$ cat src/rtl/decode_pkg.sv
// Shared decode definitions: opcodes, operand-select and ALU encodings,
// the decoded control word and the opcode lookup used by decode_stage.
package decode_pkg;

   localparam logic [7:0] OP_NOP  = 8'h00;
   localparam logic [7:0] OP_ADD  = 8'h01;
   localparam logic [7:0] OP_SUB  = 8'h02;
   localparam logic [7:0] OP_LDI  = 8'h07;
   localparam logic [7:0] OP_CMP  = 8'h08;
   localparam logic [7:0] OP_JMP  = 8'h09;
   localparam logic [7:0] OP_HALT = 8'h0F;

   localparam logic [1:0] OPS_NONE = 2'b00;
   localparam logic [1:0] OPS_ALU  = 2'b10;
   localparam logic [1:0] OPS_CMP  = 2'b11;

   localparam logic [1:0] ALU_NONE = 2'd0;
   localparam logic [1:0] ALU_ADD  = 2'd1;
   localparam logic [1:0] ALU_SUB  = 2'd2;

   typedef struct packed {
      logic       w_r;
      logic       pc_inc;
      logic       jmp;
      logic [1:0] op_sel;
      logic [1:0] alu;
      logic       illegal;
      logic       halt;
      logic       rd_regs;
      logic       use_imm;
   } ctrl_t;

   function automatic ctrl_t decode_op(input logic [7:0] opcode);
      ctrl_t c;
      c          = '0;
      c.pc_inc   = 1'b1;
      c.op_sel   = OPS_NONE;
      c.alu      = ALU_NONE;
      case (opcode)
         OP_NOP: begin
            c.pc_inc = 1'b1;
         end
         OP_ADD: begin
            c.w_r     = 1'b1;
            c.op_sel  = OPS_ALU;
            c.alu     = ALU_ADD;
            c.rd_regs = 1'b1;
         end
         OP_SUB: begin
            c.w_r     = 1'b1;
            c.op_sel  = OPS_ALU;
            c.alu     = ALU_SUB;
            c.rd_regs = 1'b1;
         end
         OP_LDI: begin
            c.w_r     = 1'b1;
            c.use_imm = 1'b1;
         end
         OP_CMP: begin
            c.op_sel  = OPS_CMP;
            c.rd_regs = 1'b1;
         end
         OP_JMP: begin
            c.pc_inc = 1'b0;
            c.jmp    = 1'b1;
         end
         OP_HALT: begin
            c.pc_inc = 1'b0;
            c.halt   = 1'b1;
         end
         default: begin
            c.illegal = 1'b1;
         end
      endcase
      return c;
   endfunction

endpackage

$ cat src/rtl/decode_stage_if.sv
// Instruction-in / decoded-word-out / write-back bus of decode_stage.
// slave is the decoder side, master the fetch/consumer side.
interface decode_stage_if #(
   parameter int DATA_W = 8,
   parameter int NREG   = 16,
   parameter int JMP_W  = 5,
   parameter int ALU_W  = 3
);
   localparam int RA_W = $clog2(NREG);

   logic              in_valid;
   logic              in_ready;
   logic [31:0]       inst;
   logic              out_valid;
   logic              out_ready;
   logic              w_r;
   logic              pc_inc;
   logic              jmp;
   logic [1:0]        op_sel;
   logic [ALU_W-1:0]  alu_inst;
   logic [JMP_W-1:0]  jmp_add;
   logic [DATA_W-1:0] reg_data;
   logic [RA_W-1:0]   w_add;
   logic [RA_W-1:0]   r_add1;
   logic [RA_W-1:0]   r_add2;
   logic              illegal;
   logic              halted;
   logic              wb_valid;
   logic [RA_W-1:0]   wb_addr;

   modport slave (
      input  in_valid, inst, out_ready, wb_valid, wb_addr,
      output in_ready, out_valid, w_r, pc_inc, jmp, op_sel, alu_inst,
             jmp_add, reg_data, w_add, r_add1, r_add2, illegal, halted
   );

   modport master (
      output in_valid, inst, out_ready, wb_valid, wb_addr,
      input  in_ready, out_valid, w_r, pc_inc, jmp, op_sel, alu_inst,
             jmp_add, reg_data, w_add, r_add1, r_add2, illegal, halted
   );
endinterface

$ cat src/rtl/decode_scoreboard.sv
// Pending-write scoreboard: one bit per register, set on issue of a writer,
// cleared on write-back (set wins), and a read-after-write stall compare.
module decode_scoreboard #(
   parameter int NREG = 16,
   parameter int RA_W = $clog2(NREG)
) (
   input  logic            clk,
   input  logic            rst_n,
   input  logic            set_en,
   input  logic [RA_W-1:0] set_addr,
   input  logic            clr_en,
   input  logic [RA_W-1:0] clr_addr,
   input  logic            chk_en,
   input  logic [RA_W-1:0] chk_addr1,
   input  logic [RA_W-1:0] chk_addr2,
   output logic            stall
);
   logic [NREG-1:0] pending_r;
   logic [NREG-1:0] set_mask_s;
   logic [NREG-1:0] clr_mask_s;
   logic            hit_s;

   // Decode set/clear addresses to masks; addresses beyond NREG hit nothing.
   always_comb begin
      set_mask_s = '0;
      clr_mask_s = '0;
      hit_s      = 1'b0;
      for (int i = 0; i < NREG; i++) begin
         set_mask_s[i] = set_en && (set_addr == RA_W'(i));
         clr_mask_s[i] = clr_en && (clr_addr == RA_W'(i));
         if (pending_r[i] && ((chk_addr1 == RA_W'(i)) || (chk_addr2 == RA_W'(i)))) begin
            hit_s = 1'b1;
         end else begin
            hit_s = hit_s;
         end
      end
   end

   // Pending bits; OR-ing the set mask after the clear makes the set win.
   always_ff @(posedge clk or negedge rst_n) begin
      if (!rst_n) begin
         pending_r <= '0;
      end else begin
         pending_r <= (pending_r & ~clr_mask_s) | set_mask_s;
      end
   end

   assign stall = chk_en && hit_s;

endmodule

$ cat src/rtl/decode_stage.sv
// Registered instruction-decode stage with valid/ready handshake, HALT and
// illegal-opcode detection. Define DECODE_SCOREBOARD_EN for RAW-hazard stalls.
module decode_stage
   import decode_pkg::*;
#(
   parameter int DATA_W = 8,
   parameter int NREG   = 16,
   parameter int JMP_W  = 5,
   parameter int ALU_W  = 3
) (
   input logic           clk,
   input logic           rst_n,
   decode_stage_if.slave bus
);
   localparam int RA_W = $clog2(NREG);

   ctrl_t             dec_s;
   logic [RA_W-1:0]   w_add_s;
   logic [RA_W-1:0]   r_add1_s;
   logic [RA_W-1:0]   r_add2_s;
   logic [DATA_W-1:0] reg_data_s;
   logic [JMP_W-1:0]  jmp_add_s;
   logic              stall_s;
   logic              in_ready_s;
   logic              accept_s;

   logic              out_valid_r;
   logic              w_r_r;
   logic              pc_inc_r;
   logic              jmp_r;
   logic [1:0]        op_sel_r;
   logic [ALU_W-1:0]  alu_inst_r;
   logic [JMP_W-1:0]  jmp_add_r;
   logic [DATA_W-1:0] reg_data_r;
   logic [RA_W-1:0]   w_add_r;
   logic [RA_W-1:0]   r_add1_r;
   logic [RA_W-1:0]   r_add2_r;
   logic              illegal_r;
   logic              halted_r;
   logic              unused_inst_s;

   // Look up the opcode and zero every field the opcode does not consume.
   always_comb begin
      dec_s      = decode_op(bus.inst[31:24]);
      w_add_s    = dec_s.w_r     ? bus.inst[16 +: RA_W]   : '0;
      r_add1_s   = dec_s.rd_regs ? bus.inst[8 +: RA_W]    : '0;
      r_add2_s   = dec_s.rd_regs ? bus.inst[0 +: RA_W]    : '0;
      reg_data_s = dec_s.use_imm ? bus.inst[8 +: DATA_W]  : '0;
      jmp_add_s  = dec_s.jmp     ? bus.inst[0 +: JMP_W]   : '0;
   end

`ifdef DECODE_SCOREBOARD_EN
   decode_scoreboard #(
      .NREG (NREG),
      .RA_W (RA_W)
   ) u_scoreboard (
      .clk       (clk),
      .rst_n     (rst_n),
      .set_en    (accept_s && dec_s.w_r),
      .set_addr  (bus.inst[16 +: RA_W]),
      .clr_en    (bus.wb_valid),
      .clr_addr  (bus.wb_addr),
      .chk_en    (bus.in_valid && dec_s.rd_regs),
      .chk_addr1 (bus.inst[8 +: RA_W]),
      .chk_addr2 (bus.inst[0 +: RA_W]),
      .stall     (stall_s)
   );
`else
   logic unused_wb_s;
   assign unused_wb_s = ^{bus.wb_valid, bus.wb_addr};
   assign stall_s     = 1'b0;
`endif

   assign unused_inst_s = ^bus.inst;

   // rst_n gates ready so every output reads 0 while reset is held.
   assign in_ready_s = rst_n && (!out_valid_r || bus.out_ready) && !stall_s && !halted_r;
   assign accept_s   = bus.in_valid && in_ready_s;

   // Output word register: load on accept, drop valid on drain, else hold.
   always_ff @(posedge clk or negedge rst_n) begin
      if (!rst_n) begin
         out_valid_r <= 1'b0;
         w_r_r       <= 1'b0;
         pc_inc_r    <= 1'b0;
         jmp_r       <= 1'b0;
         op_sel_r    <= 2'b00;
         alu_inst_r  <= '0;
         jmp_add_r   <= '0;
         reg_data_r  <= '0;
         w_add_r     <= '0;
         r_add1_r    <= '0;
         r_add2_r    <= '0;
         illegal_r   <= 1'b0;
      end else if (accept_s) begin
         out_valid_r <= 1'b1;
         w_r_r       <= dec_s.w_r;
         pc_inc_r    <= dec_s.pc_inc;
         jmp_r       <= dec_s.jmp;
         op_sel_r    <= dec_s.op_sel;
         alu_inst_r  <= ALU_W'(dec_s.alu);
         jmp_add_r   <= jmp_add_s;
         reg_data_r  <= reg_data_s;
         w_add_r     <= w_add_s;
         r_add1_r    <= r_add1_s;
         r_add2_r    <= r_add2_s;
         illegal_r   <= dec_s.illegal;
      end else if (out_valid_r && bus.out_ready) begin
         out_valid_r <= 1'b0;
      end
   end

   // Sticky halt, released only by reset.
   always_ff @(posedge clk or negedge rst_n) begin
      if (!rst_n) begin
         halted_r <= 1'b0;
      end else if (accept_s && dec_s.halt) begin
         halted_r <= 1'b1;
      end
   end

   assign bus.in_ready  = in_ready_s;
   assign bus.out_valid = out_valid_r;
   assign bus.w_r       = w_r_r;
   assign bus.pc_inc    = pc_inc_r;
   assign bus.jmp       = jmp_r;
   assign bus.op_sel    = op_sel_r;
   assign bus.alu_inst  = alu_inst_r;
   assign bus.jmp_add   = jmp_add_r;
   assign bus.reg_data  = reg_data_r;
   assign bus.w_add     = w_add_r;
   assign bus.r_add1    = r_add1_r;
   assign bus.r_add2    = r_add2_r;
   assign bus.illegal   = illegal_r;
   assign bus.halted    = halted_r;

endmodule

$ cat src/flat_wrapper.sv
// flat-port wrapper written by rule: the top's interface ports become plain ports
module decode_stage_flat import decode_pkg::*;
#(
   parameter int DATA_W = 8,
   parameter int NREG   = 16,
   parameter int JMP_W  = 5,
   parameter int ALU_W  = 3
)
  (clk, rst_n, bus_in_valid, bus_inst, bus_out_ready, bus_wb_valid, bus_wb_addr, bus_in_ready, bus_out_valid, bus_w_r, bus_pc_inc, bus_jmp, bus_op_sel, bus_alu_inst, bus_jmp_add, bus_reg_data, bus_w_add, bus_r_add1, bus_r_add2, bus_illegal, bus_halted);
  decode_stage_if #(.DATA_W(DATA_W), .NREG(NREG), .JMP_W(JMP_W), .ALU_W(ALU_W)) bus_i ();
  input logic clk;
  input logic rst_n;
  input wire logic [$bits(bus_i.in_valid)-1:0] bus_in_valid;
  input wire logic [$bits(bus_i.inst)-1:0] bus_inst;
  input wire logic [$bits(bus_i.out_ready)-1:0] bus_out_ready;
  input wire logic [$bits(bus_i.wb_valid)-1:0] bus_wb_valid;
  input wire logic [$bits(bus_i.wb_addr)-1:0] bus_wb_addr;
  output wire logic [$bits(bus_i.in_ready)-1:0] bus_in_ready;
  output wire logic [$bits(bus_i.out_valid)-1:0] bus_out_valid;
  output wire logic [$bits(bus_i.w_r)-1:0] bus_w_r;
  output wire logic [$bits(bus_i.pc_inc)-1:0] bus_pc_inc;
  output wire logic [$bits(bus_i.jmp)-1:0] bus_jmp;
  output wire logic [$bits(bus_i.op_sel)-1:0] bus_op_sel;
  output wire logic [$bits(bus_i.alu_inst)-1:0] bus_alu_inst;
  output wire logic [$bits(bus_i.jmp_add)-1:0] bus_jmp_add;
  output wire logic [$bits(bus_i.reg_data)-1:0] bus_reg_data;
  output wire logic [$bits(bus_i.w_add)-1:0] bus_w_add;
  output wire logic [$bits(bus_i.r_add1)-1:0] bus_r_add1;
  output wire logic [$bits(bus_i.r_add2)-1:0] bus_r_add2;
  output wire logic [$bits(bus_i.illegal)-1:0] bus_illegal;
  output wire logic [$bits(bus_i.halted)-1:0] bus_halted;
  assign bus_i.in_valid = bus_in_valid;
  assign bus_i.inst = bus_inst;
  assign bus_i.out_ready = bus_out_ready;
  assign bus_i.wb_valid = bus_wb_valid;
  assign bus_i.wb_addr = bus_wb_addr;
  assign bus_in_ready = bus_i.in_ready;
  assign bus_out_valid = bus_i.out_valid;
  assign bus_w_r = bus_i.w_r;
  assign bus_pc_inc = bus_i.pc_inc;
  assign bus_jmp = bus_i.jmp;
  assign bus_op_sel = bus_i.op_sel;
  assign bus_alu_inst = bus_i.alu_inst;
  assign bus_jmp_add = bus_i.jmp_add;
  assign bus_reg_data = bus_i.reg_data;
  assign bus_w_add = bus_i.w_add;
  assign bus_r_add1 = bus_i.r_add1;
  assign bus_r_add2 = bus_i.r_add2;
  assign bus_illegal = bus_i.illegal;
  assign bus_halted = bus_i.halted;
  decode_stage #(.DATA_W(DATA_W), .NREG(NREG), .JMP_W(JMP_W), .ALU_W(ALU_W)) u_core (.clk(clk), .rst_n(rst_n), .bus(bus_i));
endmodule
$ cat config.mk
export PLATFORM = sky130hd
export DESIGN_NAME = decode_stage_flat
export DESIGN_NICKNAME = d
export VERILOG_FILES = /design/src/rtl/decode_pkg.sv /design/src/rtl/decode_stage_if.sv /design/src/rtl/decode_scoreboard.sv /design/src/rtl/decode_stage.sv /design/src/flat_wrapper.sv
export SDC_FILE = /design/constraint.sdc
export NUM_CORES = 1
export LEC_CHECK = 0
export ABC_AREA = 1
export CORE_ASPECT_RATIO = 1.1
export CORE_UTILIZATION = 43
export DETAILED_ROUTE_END_ITERATION = 8
export GPL_TIMING_DRIVEN = 0
export MAX_ROUTING_LAYER = met4
export PLACE_DENSITY_LB_ADDON = 0.15
export SYNTH_ARGS = -nofsm -noshare
export SYNTH_HDL_FRONTEND = slang
export SYNTH_SLANG_ARGS = --single-unit
$ cat constraint.sdc
create_clock -name clk -period 1.85 [get_ports clk]
set_input_delay 0.185 -clock clk [delete_from_list [all_inputs] [get_ports clk]]
set_output_delay 0.185 -clock clk [all_outputs]
set_load 0.05 [all_outputs]
Word-level counts from Yosys, hierarchy flattened. Index checks and enable logic that the tools add are counted.

Equality and inequality tests: 6. Mux-type cells: 16. Reduce and logical (&&, ||, !) cells: 15.

Operators by type and width (count): 8-bit by 4-bit == test with 1-bit output, second input constant (3); 4-bit 2-to-1 mux (3); 1-bit 2-to-1 mux (9); 8-bit by 1-bit == test with 1-bit output, second input constant (1); 8-bit by 2-bit == test with 1-bit output, second input constant (1); 8-bit by 3-bit == test with 1-bit output, second input constant (1); 8-bit logical NOT (1); 8-bit 2-to-1 mux (1); 2-bit one-hot mux with 2 select lines (2); 7-bit OR reduction (1); 3-bit OR reduction (2); 1-bit logical AND (5); 5-bit 2-to-1 mux (1); 2-bit OR reduction (2); 1-bit logical NOT (2); 2-bit nonzero test (1); 1-bit logical OR (1).

Flip-flop bits (word level): 35. Input port bits: 41. Output and inout bits: 37. Word-level logic and storage cells: 50.

Depth between registers and ports, before layout.
Depth after elaboration: 6. Mapped depth: 9.

Worst setup path after synthesis. OpenSTA, ideal clock, no wires.

Kind: reg2reg. Start point: register u_core.halted_r, in the netlist u_core.bus.halted. End point: register u_core.reg_data_r[0], in the netlist u_core.bus.reg_data[0]. Arrival: 1413 ps. Data required time: 1721 ps. Path slack: 308 ps. Stages on the path, launching flop included: 8. Buffers on the path: 1. Path through: dfrtp_1 -> nor2_1 -> nand2_1 -> inv_2 -> nand2_4 -> buf_2 -> nand2_1 -> o21ai_0.

Longest elaborated chain between the ends: 3.

Ends and longest elaborated chain: start, declared (RTL line decode_stage.sv:39) `logic halted_r;`; start signal, assigned (RTL line decode_stage.sv:116) `halted_r <= 1'b0;`; start signal, assigned (RTL line decode_stage.sv:118) `halted_r <= 1'b1;`; 1-bit logical NOT (RTL line decode_stage.sv:77) `assign in_ready_s = rst_n && (!out_valid_r || bus.out_ready) && !stall_s && !halted_r;`; 1-bit logical AND (RTL line decode_stage.sv:77); net bus_in_ready (RTL line flat_wrapper.sv:18) `output wire logic [$bits(bus_i.in_ready)-1:0] bus_in_ready;`; 1-bit logical AND (RTL line decode_stage.sv:78) `assign accept_s = bus.in_valid && in_ready_s;`; end signal, assigned (RTL line decode_stage.sv:103) `reg_data_r <= reg_data_s;`; end, declared (RTL line decode_stage.sv:34) `logic [DATA_W-1:0] reg_data_r;`.

The timed path passes the listed nets, and every way through them passes these cells. A chain may end at the register's enable or synchronous reset.

Worst setup path in the final report.
Start point: input port rst_n. End point: output port bus_in_ready.

Longest elaborated chain between the ends: 2.

Ends and longest elaborated chain: start, declared (RTL line flat_wrapper.sv:12) `input logic rst_n;`; 1-bit logical AND (2 in series) (RTL line decode_stage.sv:77); end, declared (RTL line flat_wrapper.sv:18).

Every way passes these cells.

==> flow_summary.toml <==
[outcome]
status = "finished clean"

[route]
drc = 0
dr.pass1.iters = 4
finalWirelength_um = 3642
num_vias = 1462
drtAntennaViolNets = 0
vias_per_cell = 4.731
drt-initial-drc-count = 48
wire_per_inst_um = 11.79

[sta]
setup_viol = 0
hold_slack_ps = 336.5
rsz0062_at_grt = "false"
slew_headroom_pct = 65.93
layout_min_cycle_time_ps = 1781
fmax_mhz = 561.5
fin_crit_sh_pct = 96.26
setup_slack_ps = 69.10
slew_viol_final = 0
worst_pin_slew_ps = 509.5
skew_ps = 8.671
hold_violations = 0

[setup_path]
path_max_fanout = 2
arrival_ps = 1600
cp.required_ps = 1660
crit_start = "rst_n"
r2r-start = "u_core.bus.halted"
regToRegSetupSlack_ps = 620
end_kind = "primary output"
critPathKind = "input pin to primary output"
startpoint_type = "input pin"

[final_layout]
final_common_cell = "nand2_1"
areaGrowthSynthToFinish_pct = 49.60
layout_common_cells = "81 x nand2_1, 62 x clkdlybuf4s50_1, 35 x dfrtp_1"
antenna_cells = 0
fin_nets = 302
num-fill-cells = 294
layout-drive-gt1-share_pct = 11.49
utilization_pct = 69.32
layout.cells.non_filler = 309

[placement]
placed_cells = 300
place.gp.congestion = 0.8314
io_buffers = 64
dp_worst_setup_slack_ps = -335.8
dpl.hpwl_um = 2624

[power_and_ir_drop]
p_leak_nw = 1.210
power.density_nw_per_um2 = 624.0
max-vdd-ir-drop_v = 0.0004577

[floorplan]
die_h_um = 65.61
die-area_um2 = 3925
initial_core_util_pct = 46.33
core_um2 = 3413
rows = 22
die_x_um = 59.83
pin_count = 78

[logic_synthesis]
synth_compound_area_share_pct = 4.826
synth.top_cell.area_share_pct = 55.38
syn_nets = 229
ys_ff_latch = 35
yosys.area.top_type = "dfrtp_1"
synthMuxAreaShare_pct = 0
syn_avg_cell_area_um2 = 8.412
synth_fa_ha_area_share_pct = 0
netlist_instances = 188
netlist_area_um2 = 1582
ys_warn_count = 0
yosysSeqAreaShare_pct = 55.38
synth-xor-area-share_pct = 0
synth_area_leaders = "dfrtp_1 55%, nand2_1 19%, nand3_1 5.4%, o21ai_0 3.5%, inv_1 2.4%"
synth.distinct_cells = 19
synth_top_family_by_area = "simple AND/OR/NAND/NOR gates"
synth-simple-area-share_pct = 32.59

[global_route]
grt_pass1_vias = 1395
antenna_found_initial = 0
grt-ovfl-total = 0
grt_max_degree = 36
grt_pass1_wl_um = 6085
grt_use_total_pct = 21.68

[flow_run]
maxCapViolCount = 0

[clock_tree]
clock_latency_ps = 340
cts_tree = "yes"
cts_buffers = 5
clockBufferDepth = 2
clock-sinks = 35
root_buffer = "clkbuf_4"
cts_setup_buffers = 0
htreeDepth = 2
clk_pin_slew_ps = 100

[hold_path]
hold_class = "input pin to asynchronous set/reset pin"
[cell families after synthesis]
logic type	count (synthesis)
and+or+nand+nor	118
AOI/OAI and AO/OA	14
DFF	35
buffers and inverters	20
other	1
[worst paths after layout]
kind / to / depth (start not counted)
hold / removal: u_core.bus.reg_data[7] / 3
hold reg to reg: u_core.bus.w_add[2] / 2
min in group clk: u_core.bus.w_add[1] / 3
setup reg to reg: u_core.bus.reg_data[6] / 8
max in group asynchronous: u_core.bus.reg_data[5] / 3
setup / recovery: bus_in_ready / 7
[timing repair]
| action | 4_1_cts | 5_1_grt |
|---|---|---|
| setup endpoints to repair | 1 | 1 |
| hold buffers | 2 | 0 |
| resized for setup | 2 | 1 |
| endpoints found under the hold margin | 35 | 0 |
[cells in the mapped netlist]
cell and instances:
dfrtp_1 35, o21ai_0 11, nor2_1 10, buf_4 1
nand3_1 17, nand3_2 2, buf_2 3, o21ai_1 1
o21bai_1 1, conb_1 1, nand2_2 6, nand2_1 81
nor2_8 1, buf_6 3, inv_6 1, nand2_4 1
o21ai_2 1, inv_1 10, inv_2 2
[power breakdown]
group / total (mW) / internal, mW / leakage [nW] / switching, mW
sequential: 0.787 / 0.779 / 0.482 / 0.00860
combinational: 0.268 / 0.112 / 0.694 / 0.155
clock: 0.421 / 0.176 / 0.0341 / 0.245
total: 1.48 / 1.07 / 1.21 / 0.409
[worst max-delay path: stages]
cell,delay [ps]
dlygate4sd3_1,530
buf_4,130
inv_1,40
nor2_1,80
nand2_1,70
inv_2,70
clkdlybuf4s15_1,490
[routing by layer]
layer	wire length, um	share of wire (%)	vias to the layer above	global-route usage [%]
li1	-	-	727	-
met1	1583	43	672	26.15
met2	1757	48	55	34.44
met3	250	6.9	8	5.906
met4	50	1.4	0	8.140
met5	0	0	-	-
[flip-flops by register name (all words and copies together) (netlist names)]
register              flops
u_core.bus.alu_inst       2
u_core.bus.halted         1
u_core.bus.jmp            1
u_core.bus.r_add2         4
u_core.bus.w_r            1
u_core.bus.reg_data       8
u_core.bus.r_add1         4
u_core.bus.pc_inc         1
u_core.bus.w_add          4
u_core.bus.illegal        1
u_core.bus.jmp_add        5
u_core.bus.op_sel         2
u_core.bus.out_valid      1
[stage by stage]
stage	cell area [um^2]	power, mW	TNS, ps
after CTS	2365	1.486	0
final	2366	1.476	0
after detailed placement	2277	1.065	-335.8
after global routing	2366	1.547	0
after floorplan	1582	0.9352	0
after global placement	2282	1.064	-35880
[area by class of cell]
class	instances	area [um^2]	area share, %
plain buffers	7	56.30	2.380
multi-input cells	133	595.6	25.17
repair buffers	66	668.1	28.24
flip-flops and latches	35	875.8	37.02
inverters	13	53.80	2.274
well taps	48	60.06	2.538
clock inverters	1	5.005	0.2115
clock buffers	6	51.30	2.168
No activity file was read; power rests on OpenSTA's default activity.
==> patch: new RTL, same settings <==
The option `DECODE_SCOREBOARD_EN` is turned on by a define.
--- a/src/rtl/decode_stage.sv
+++ b/src/rtl/decode_stage.sv
@@ -1,5 +1,7 @@
 // Registered instruction-decode stage with valid/ready handshake, HALT and
 // illegal-opcode detection. Define DECODE_SCOREBOARD_EN for RAW-hazard stalls.
+`define DECODE_SCOREBOARD_EN
+
 module decode_stage
    import decode_pkg::*;
 #(
Function: changed (Yosys sat finds a counterexample within 4 cycles, from zero or initial values and one cycle with rst_n low).
==> patch against the unedited design <==
- critical path depth grew 8
- wire length grew 130%
- sequential power grew 41%
- cell area grew 73%
- worst hold slack lost 130 ps
- highest routed layer unchanged
- largest power group unchanged
- total power grew 38%
- synthesized cell count grew 120%
- clock power grew 53%
- sequential cell count grew 16
- largest cell class is now multi-input gates
- synthesized area grew 86%
- die area grew 83%
- setup slack gained 11 ps
- maximum frequency grew 0.62%
==> patch: results <==
set metrics [dict create \
    syn_inst 419 \
    core_area_um2 6590 \
    status "complete, no violations" \
    nNetsFinal 556 \
    min_period_ps 1770 \
    synth_compound_area_share_pct 3.48 \
    cp_slowest_cell "clkdlybuf4s15_1" \
    sh_seq_area_pct 31.2 \
    worst_skew_pair.late_latency_ps 310 \
    holdCritPathClass "primary input to flip-flop" \
    grt_usage_pct 25.7 \
    p_per_area_nw_per_um2 499 \
    startpoint "bus_inst[24]" \
    place_ws_ps -1160 \
    first_pass_iters 5 \
    crit_end "u_core.bus.illegal" \
    num-multi-input-gates 317 \
    seq_cell_count 51 \
    synth_nets 460 \
    p_sw_share_pct 27.5 \
    worst_ep_arrival_time_ps 2020 \
    hold-worst-slack_ps 206 \
    place_inst 570 \
    synth_area_leaders "dfrtp_1, nand2_1, nand4_1" \
    drtIter0Drc 152 \
    max_stage_delay_ps 240 \
    inv_count 33 \
    vias_per_cell 5.20 \
    synth_cell_type_count 28 \
    post_cts_buffers 15 \
    ys_seq_area_share_pct 43.3 \
    largest_reg_flops 16 \
    multi_input_area_share_pct 38.1 \
    wl_met2_mm 4.28 \
    leakage_nw 2.21 \
    ir_drop_mv 0.327 \
    dp_hpwl_mm 6.26 \
    m1WireLength_mm 3.53 \
    path_max_fanout 3 \
    regToRegSetupSlack_ps 170 \
    met1_usage_pct 30.0 \
    clockNetworkAreaShare_pct 2.08 \
]
## patch: cell types whose count changed in the layout (fill, tap and decap cells not counted), moves of 7 or more
| cell | unedited run | this run |
|---|---|---|
| buf_4 | 2 | 20 |
| nand4_1 | 0 | 31 |
| nand3_1 | 17 | 24 |
| clkdlybuf4s50_1 | 62 | 50 |
| inv_1 | 10 | 26 |
| dfrtp_1 | 35 | 51 |
| nor2_4 | 0 | 13 |
| nor2_1 | 10 | 33 |
| nand2_1 | 81 | 175 |
## patch: power by group through the flow
stage | Clock, mW | Combinational, mW | Sequential (mW)
2_1_floorplan | 0 | 0.101 | 1.14
3_3_place_gp | 0 | 0.242 | 1.14
3_5_place_dp | 0 | 0.247 | 1.14
4_1_cts | 0.649 | 0.262 | 1.11
5_1_grt | 0.692 | 0.311 | 1.11
6_report | 0.644 | 0.284 | 1.11
